<file path="config.mk">
export PLATFORM = sky130hd
export DESIGN_NAME = uart_rx_os
export DESIGN_NICKNAME = d
export VERILOG_FILES = /design/src/rtl/uart_rx_os.sv
export SDC_FILE = /design/constraint.sdc
export NUM_CORES = 1
export LEC_CHECK = 0
export BUFFER_PORTS_ARGS = -buffer_cell sky130_fd_sc_hd__buf_2
export CAP_MARGIN = 20
export CORE_ASPECT_RATIO = 1.5
export CORE_MARGIN = 4
export CORE_UTILIZATION = 45
export CTS_BUF_LIST = sky130_fd_sc_hd__clkbuf_2 sky130_fd_sc_hd__clkbuf_4 sky130_fd_sc_hd__clkbuf_8
export DETAILED_ROUTE_END_ITERATION = 7
export GPL_TIMING_DRIVEN = 0
export PLACE_DENSITY_LB_ADDON = 0.05
export SLEW_MARGIN = 0
export SYNTH_ARGS = -nofsm -noshare
export SYNTH_HDL_FRONTEND = slang
export SYNTH_SLANG_ARGS = --single-unit
</file>
<file path="constraint.sdc">
create_clock -name clk -period 6.3 [get_ports clk]
set_input_delay 0.63 -clock clk [delete_from_list [all_inputs] [get_ports clk]]
set_output_delay 0.63 -clock clk [all_outputs]
set_load 0.05 [all_outputs]
</file>
<file path="src/rtl/uart_rx_os.sv">
// Oversampling UART receiver: self-timed sample ticks, 2-of-3 mid-bit voting,
// runtime frame format, valid/ready holding register with overrun and break reporting.
`timescale 1ns/1ps
module uart_rx_os #(
  parameter int UART_SIZE  = 8,
  parameter int OVERSAMPLE = 16,
  parameter int DIV_WIDTH  = 16
) (
  input  logic                 clk,
  input  logic                 reset,
  input  logic                 RX,
  input  logic [DIV_WIDTH-1:0] baud_div,
  input  logic [3:0]           data_len,
  input  logic                 parity_enable,
  input  logic                 parity_type,
  input  logic                 stop_bits,
  output logic [UART_SIZE-1:0] rx_data,
  output logic                 rx_valid,
  input  logic                 rx_ready,
  output logic                 parity_error,
  output logic                 stop_error,
  output logic                 overrun,
  output logic                 break_detect,
  output logic                 busy
);
  localparam int SC_W = $clog2(OVERSAMPLE);
  localparam logic [SC_W-1:0] SC_LAST = SC_W'(OVERSAMPLE - 1);
  localparam logic [SC_W-1:0] SC_S0   = SC_W'(OVERSAMPLE / 2 - 1);
  localparam logic [SC_W-1:0] SC_S1   = SC_W'(OVERSAMPLE / 2);
  localparam logic [SC_W-1:0] SC_DEC  = SC_W'(OVERSAMPLE / 2 + 1);
  localparam logic [3:0]      MAX_LEN = 4'(UART_SIZE);
  localparam logic [3:0]      MIN_LEN = 4'd5;

  typedef enum logic [2:0] {IDLE, START, DATA, PARITY, STOP, BREAK_WAIT} state_t;

  state_t                 state_reg;
  logic                   rx_meta_reg, rx_sync_reg;
  logic [DIV_WIDTH-1:0]   div_cnt_reg, div_reg;
  logic [SC_W-1:0]        sc_reg, sc_adv;
  logic [3:0]             len_reg, len_eff, bit_cnt_reg;
  logic                   pe_reg, pt_reg, sb_reg, stop_cnt_reg, pbit_reg, serr_reg;
  logic                   samp0_reg, samp1_reg;
  logic [UART_SIZE-1:0]   shift_reg, bit_sel;
  logic                   tick, decide, maj, serr_new, perr_new, break_cond;

  assign tick       = (div_cnt_reg == '0);
  assign sc_adv     = (sc_reg == SC_LAST) ? '0 : sc_reg + SC_W'(1);
  assign decide     = tick && (sc_adv == SC_DEC) && (state_reg != IDLE) && (state_reg != BREAK_WAIT);
  assign maj        = (samp0_reg & samp1_reg) | (samp0_reg & rx_sync_reg) | (samp1_reg & rx_sync_reg);
  assign len_eff    = (data_len < MIN_LEN || data_len > MAX_LEN) ? MAX_LEN : data_len;
  assign serr_new   = serr_reg | ~maj;
  // XOR of data and parity bit is 1 for an odd count of ones; even mode wants 0
  assign perr_new   = pe_reg & (^shift_reg ^ pbit_reg ^ ~pt_reg);
  assign break_cond = ~stop_cnt_reg & ~maj & (shift_reg == '0) & ~(pe_reg & pbit_reg);
  assign busy       = (state_reg != IDLE);

  generate
    for (genvar gi = 0; gi < UART_SIZE; gi++) begin : g_bit_sel
      assign bit_sel[gi] = (bit_cnt_reg == 4'(gi));
    end
  endgenerate

  always_ff @(posedge clk) begin
    if (!reset) begin
      rx_meta_reg <= 1'b1;
      rx_sync_reg <= 1'b1;
    end else begin
      rx_meta_reg <= RX;
      rx_sync_reg <= rx_meta_reg;
    end
  end

  // Free-running in IDLE on the live divisor; frame-locked to the captured one otherwise
  always_ff @(posedge clk) begin
    if (!reset)
      div_cnt_reg <= '0;
    else if (tick)
      div_cnt_reg <= (state_reg == IDLE) ? baud_div : div_reg;
    else
      div_cnt_reg <= div_cnt_reg - DIV_WIDTH'(1);
  end

  always_ff @(posedge clk) begin
    if (!reset) begin
      state_reg    <= IDLE;
      sc_reg       <= '0;
      div_reg      <= '0;
      len_reg      <= MAX_LEN;
      bit_cnt_reg  <= '0;
      pe_reg       <= 1'b0;
      pt_reg       <= 1'b0;
      sb_reg       <= 1'b0;
      stop_cnt_reg <= 1'b0;
      pbit_reg     <= 1'b0;
      serr_reg     <= 1'b0;
      samp0_reg    <= 1'b1;
      samp1_reg    <= 1'b1;
      shift_reg    <= '0;
      rx_data      <= '0;
      rx_valid     <= 1'b0;
      parity_error <= 1'b0;
      stop_error   <= 1'b0;
      overrun      <= 1'b0;
      break_detect <= 1'b0;
    end else begin
      overrun      <= 1'b0;
      break_detect <= 1'b0;
      if (rx_valid && rx_ready)
        rx_valid <= 1'b0;
      if (tick && state_reg != IDLE && state_reg != BREAK_WAIT) begin
        sc_reg <= sc_adv;
        if (sc_adv == SC_S0) samp0_reg <= rx_sync_reg;
        if (sc_adv == SC_S1) samp1_reg <= rx_sync_reg;
      end
      case (state_reg)
        IDLE: begin
          if (tick && !rx_sync_reg) begin
            state_reg    <= START;
            sc_reg       <= '0;
            div_reg      <= baud_div;
            len_reg      <= len_eff;
            pe_reg       <= parity_enable;
            pt_reg       <= parity_type;
            sb_reg       <= stop_bits;
            bit_cnt_reg  <= '0;
            stop_cnt_reg <= 1'b0;
            pbit_reg     <= 1'b0;
            serr_reg     <= 1'b0;
            shift_reg    <= '0;
          end
        end
        START: begin
          if (decide)
            state_reg <= maj ? IDLE : DATA;
        end
        DATA: begin
          if (decide) begin
            shift_reg <= (shift_reg & ~bit_sel) | (bit_sel & {UART_SIZE{maj}});
            if (bit_cnt_reg == len_reg - 4'd1)
              state_reg <= pe_reg ? PARITY : STOP;
            else
              bit_cnt_reg <= bit_cnt_reg + 4'd1;
          end
        end
        PARITY: begin
          if (decide) begin
            pbit_reg  <= maj;
            state_reg <= STOP;
          end
        end
        STOP: begin
          if (decide) begin
            if (break_cond) begin
              break_detect <= 1'b1;
              state_reg    <= BREAK_WAIT;
            end else if (sb_reg && !stop_cnt_reg) begin
              stop_cnt_reg <= 1'b1;
              serr_reg     <= serr_new;
            end else begin
              // A simultaneous handshake frees the register for this frame
              if (!rx_valid || rx_ready) begin
                rx_data      <= shift_reg;
                parity_error <= perr_new;
                stop_error   <= serr_new;
                rx_valid     <= 1'b1;
              end else begin
                overrun <= 1'b1;
              end
              state_reg <= IDLE;
            end
          end
        end
        BREAK_WAIT: begin
          if (tick && rx_sync_reg)
            state_reg <= IDLE;
        end
        default: state_reg <= IDLE;
      endcase
    end
  end
endmodule

</file>
==> flow_summary.json <==
{
  "maximum_number_of_pins_on_one_net_before_global_route_repair": 14,
  "p_leak_nw": 1.80,
  "min_delay_path_depth": 1,
  "cell_area_power_density_nw_per_um2": 306,
  "startpoint": "state_reg[2]",
  "insertion_delay_ns": 0.36,
  "finish.net_count": 581,
  "power_frac_seq_pct": 41.0,
  "cts-resized-gates": 0,
  "route.detailed.drc": 0,
  "ys_types": 54,
  "comb_power_share_pct": 24.9,
  "max-cap-violations": 0,
  "yosys.cell_count.top_type": "sky130_fd_sc_hd__nand2_1",
  "totalNegativeSetupSlack_ns": 0,
  "ys_ff_latch": 78,
  "postRouteAntennaNets": 0,
  "syn_area_sq_um": 3950,
  "ir_drop_mv": 0.170,
  "r2r_start": "state_reg[2]",
  "cp-start-kind": "register",
  "synth_area_per_cell_sq_um": 8.09,
  "reg2reg_setup_slack_ns": 3.51,
  "min_delay_worst_endpoint": "rx_sync_reg",
  "initial_core_util_pct": 46.6,
  "antenna_found_initial": 0,
  "num_vias": 3470,
  "cell_count_after_synthesis": 488,
  "switching_part_of_the_total_power_pct": 31.5,
  "post_drt_wl_per_cell_um": 14.9,
  "synth_top_cells_by_area": "sky130_fd_sc_hd__dfxtp_1, sky130_fd_sc_hd__nand2_1, sky130_fd_sc_hd__ha_1",
  "gp_congestion": 0.859,
  "row_count": 41,
  "p_int_mw": 0.949,
  "non_filler_instance_count_after_layout": 651,
  "fill_cells": 866,
  "path_class": "register to primary output",
  "starting_drt_drc_count": 190,
  "worst_setup_path_end_kind": "primary output",
  "antennaDiodeCount": 0,
  "max_freq_mhz": 298,
  "port_buffers": 40,
  "number_of_pins_with_negative_max_slew_slack_in_the_final_report": 0,
  "critical_path_required_ns": 5.67,
  "totalWireLength_um": 9710,
  "cts_made_buffers": 9,
  "drive_above_1_share_pct": 12.7,
  "core_region_area_sq_um": 8460,
  "area_growth_pct": 14.9,
  "rsz_0062_raised_after_global_routing": "no",
  "clockPowerShare_pct": 34.0,
  "skew_ns": 0.00976,
  "synth.top_cell.area_share_pct": 39.6,
  "cts_max_path_buffers": 2,
  "synth_area_leader_cell": "sky130_fd_sc_hd__dfxtp_1",
  "via_count_of_the_first_global_routing_pass": 3340,
  "synth_flop_cell": "sky130_fd_sc_hd__dfxtp_1",
  "synthArstFlopShare_pct": 0,
  "synth_sequential_area_ratio_pct": 39.6,
  "path_clk_slew_ns": 0.07,
  "die-height_um": 123,
  "ios": 41,
  "ys_top_cells_by_count": "sky130_fd_sc_hd__nand2_1, sky130_fd_sc_hd__dfxtp_1, sky130_fd_sc_hd__nor2_1",
  "clock-sinks": 78,
  "final_min_period_over_clock_period_pct": 53.2,
  "yosysWarnings": 0,
  "hold_path_class": "register to register",
  "place_inst": 635,
  "finalSetupViolCount": 0,
  "worst_slew_pin_slew_ns": 0.802,
  "dr_pass1_iterations": 4,
  "grt_first_pass_wirelength_um": 16000,
  "hpwlAfterDp_um": 7420,
  "syn-num-nets": 530,
  "hold_start": "rx_meta_reg",
  "via_cell_ratio": 5.33,
  "cts_setup_buffers": 0,
  "reg2regPathDepth": 6,
  "critPathArrivalTime_ns": 2.72,
  "die_area_sq_um": 10400,
  "overflow_left_after_global_routing": 0,
  "reg2reg_end": "shift_reg[7]",
  "max-slew-margin-rel_pct": 46.4,
  "report.final.hold_viol_count": 0,
  "die_x_extent_um": 84.5,
  "synth-edff-count": 0,
  "period_minus_slack_ns": 3.35,
  "critical_path.max_fanout": 10,
  "net-switching-power_mw": 0.437,
  "clockRootBuffer": "sky130_fd_sc_hd__clkbuf_8",
  "htree_num_levels": 3,
  "ctsHoldBuffers": 0,
  "outcome": "completed",
  "tritoncts": "done",
  "groute.usage.overall_pct": 19.9
}
==> cells in the final DEF (no fill, tap or decap), types with 3 or more instances in the layout <==
cell type                   instances
sky130_fd_sc_hd__clkbuf_1          20
sky130_fd_sc_hd__and3_1             5
sky130_fd_sc_hd__a211oi_1           4
sky130_fd_sc_hd__dfxtp_1           78
sky130_fd_sc_hd__xnor2_1           12
sky130_fd_sc_hd__mux2i_1           13
sky130_fd_sc_hd__clkbuf_8          11
sky130_fd_sc_hd__buf_2             41
sky130_fd_sc_hd__o21ai_0           10
sky130_fd_sc_hd__nor4_1             7
sky130_fd_sc_hd__nor3_1             7
sky130_fd_sc_hd__xor2_1            15
sky130_fd_sc_hd__or3_1              8
sky130_fd_sc_hd__ha_1              15
sky130_fd_sc_hd__a311oi_1          13
sky130_fd_sc_hd__bufinv_16          3
sky130_fd_sc_hd__nor2_1            32
sky130_fd_sc_hd__a21o_1             5
sky130_fd_sc_hd__nand2b_1           3
sky130_fd_sc_hd__nand3_1           23
sky130_fd_sc_hd__o31ai_1            9
sky130_fd_sc_hd__nor2b_1            4
sky130_fd_sc_hd__inv_1             22
sky130_fd_sc_hd__nand2_1          112
sky130_fd_sc_hd__a21oi_1           31
==> stage by stage <==
stage	total power, mW	hold slack [ns]	util, %	area (sq um)	setup WS [ns]
floorplan	0.837	0.386	-	3950	4.03
global placement	0.923	0.393	50.6	4280	3.29
detailed placement	0.925	0.401	50.6	4280	3.33
CTS	1.40	0.426	53.6	4540	2.90
global route	1.47	0.439	53.6	4540	2.74
finish	1.39	0.427	53.6	4540	2.95
==> worst max-delay path by stage <==
stage | endpoint | slack (ns) | cells past startpoint
3_3_place_gp | busy | 3.29 | 6
3_5_place_dp | busy | 3.33 | 6
4_1_cts | busy | 2.90 | 6
2_1_floorplan | busy | 4.03 | 5
6_report | busy | 2.95 | 6
5_1_grt | busy | 2.74 | 6
==> cells by family after synthesis <==
kind of cell	after synthesis	share of synthesized area (%)
AND/OR/NAND/NOR	220	26.3
AO/OA/AOI/OAI	86	14.6
flip-flops	78	39.6
buffers and inverters	46	4.60
XOR/XNOR	27	5.99
adder cells (fa/ha/maj)	16	5.01
multiplexers	15	3.87
==> layer usage <==
metal / share of wire (%) / up-vias / GRT usage, % / routed length (um)
met1: 39 / 1588 / 20.7 / 3830
met5: 0 / - / 0 / 0
met3: 4.0 / 21 / 3.63 / 393
li1: - / 1788 / - / -
met2: 54 / 73 / 38.1 / 5240
met4: 2.6 / 0 / 9.21 / 248
==> critical path: stages, from the launching register on <==
cell	delay, ns
sky130_fd_sc_hd__dfxtp_1	0.35
sky130_fd_sc_hd__or2_2	0.32
sky130_fd_sc_hd__nor2_1	0.62
sky130_fd_sc_hd__inv_1	0.13
sky130_fd_sc_hd__clkbuf_1	0.32
sky130_fd_sc_hd__buf_1	0.34
sky130_fd_sc_hd__buf_2	0.30
==> power by group through the flow <==
stage | Sequential, mW | Clock, mW | Combinational (mW)
final | 0.569 | 0.472 | 0.346
after detailed placement | 0.580 | 0 | 0.345
after floorplan | 0.571 | 0 | 0.266
after global routing | 0.575 | 0.502 | 0.393
after CTS | 0.568 | 0.485 | 0.349
after global placement | 0.579 | 0 | 0.344
==> area by class of cell <==
type / count / area (sq um) / share of cell area [%]
Multi-Input combinational cell: 364 / 2200 / 48.6
Sequential cell: 78 / 1560 / 34.4
Timing Repair Buffer: 40 / 200 / 4.41
Clock buffer: 11 / 151 / 3.34
Tap cell: 107 / 134 / 2.95
Clock inverter: 5 / 104 / 2.29
Buffer: 23 / 95.1 / 2.10
Inverter: 23 / 86.3 / 1.90
Note: power is estimated with default switching activity, not from simulation.
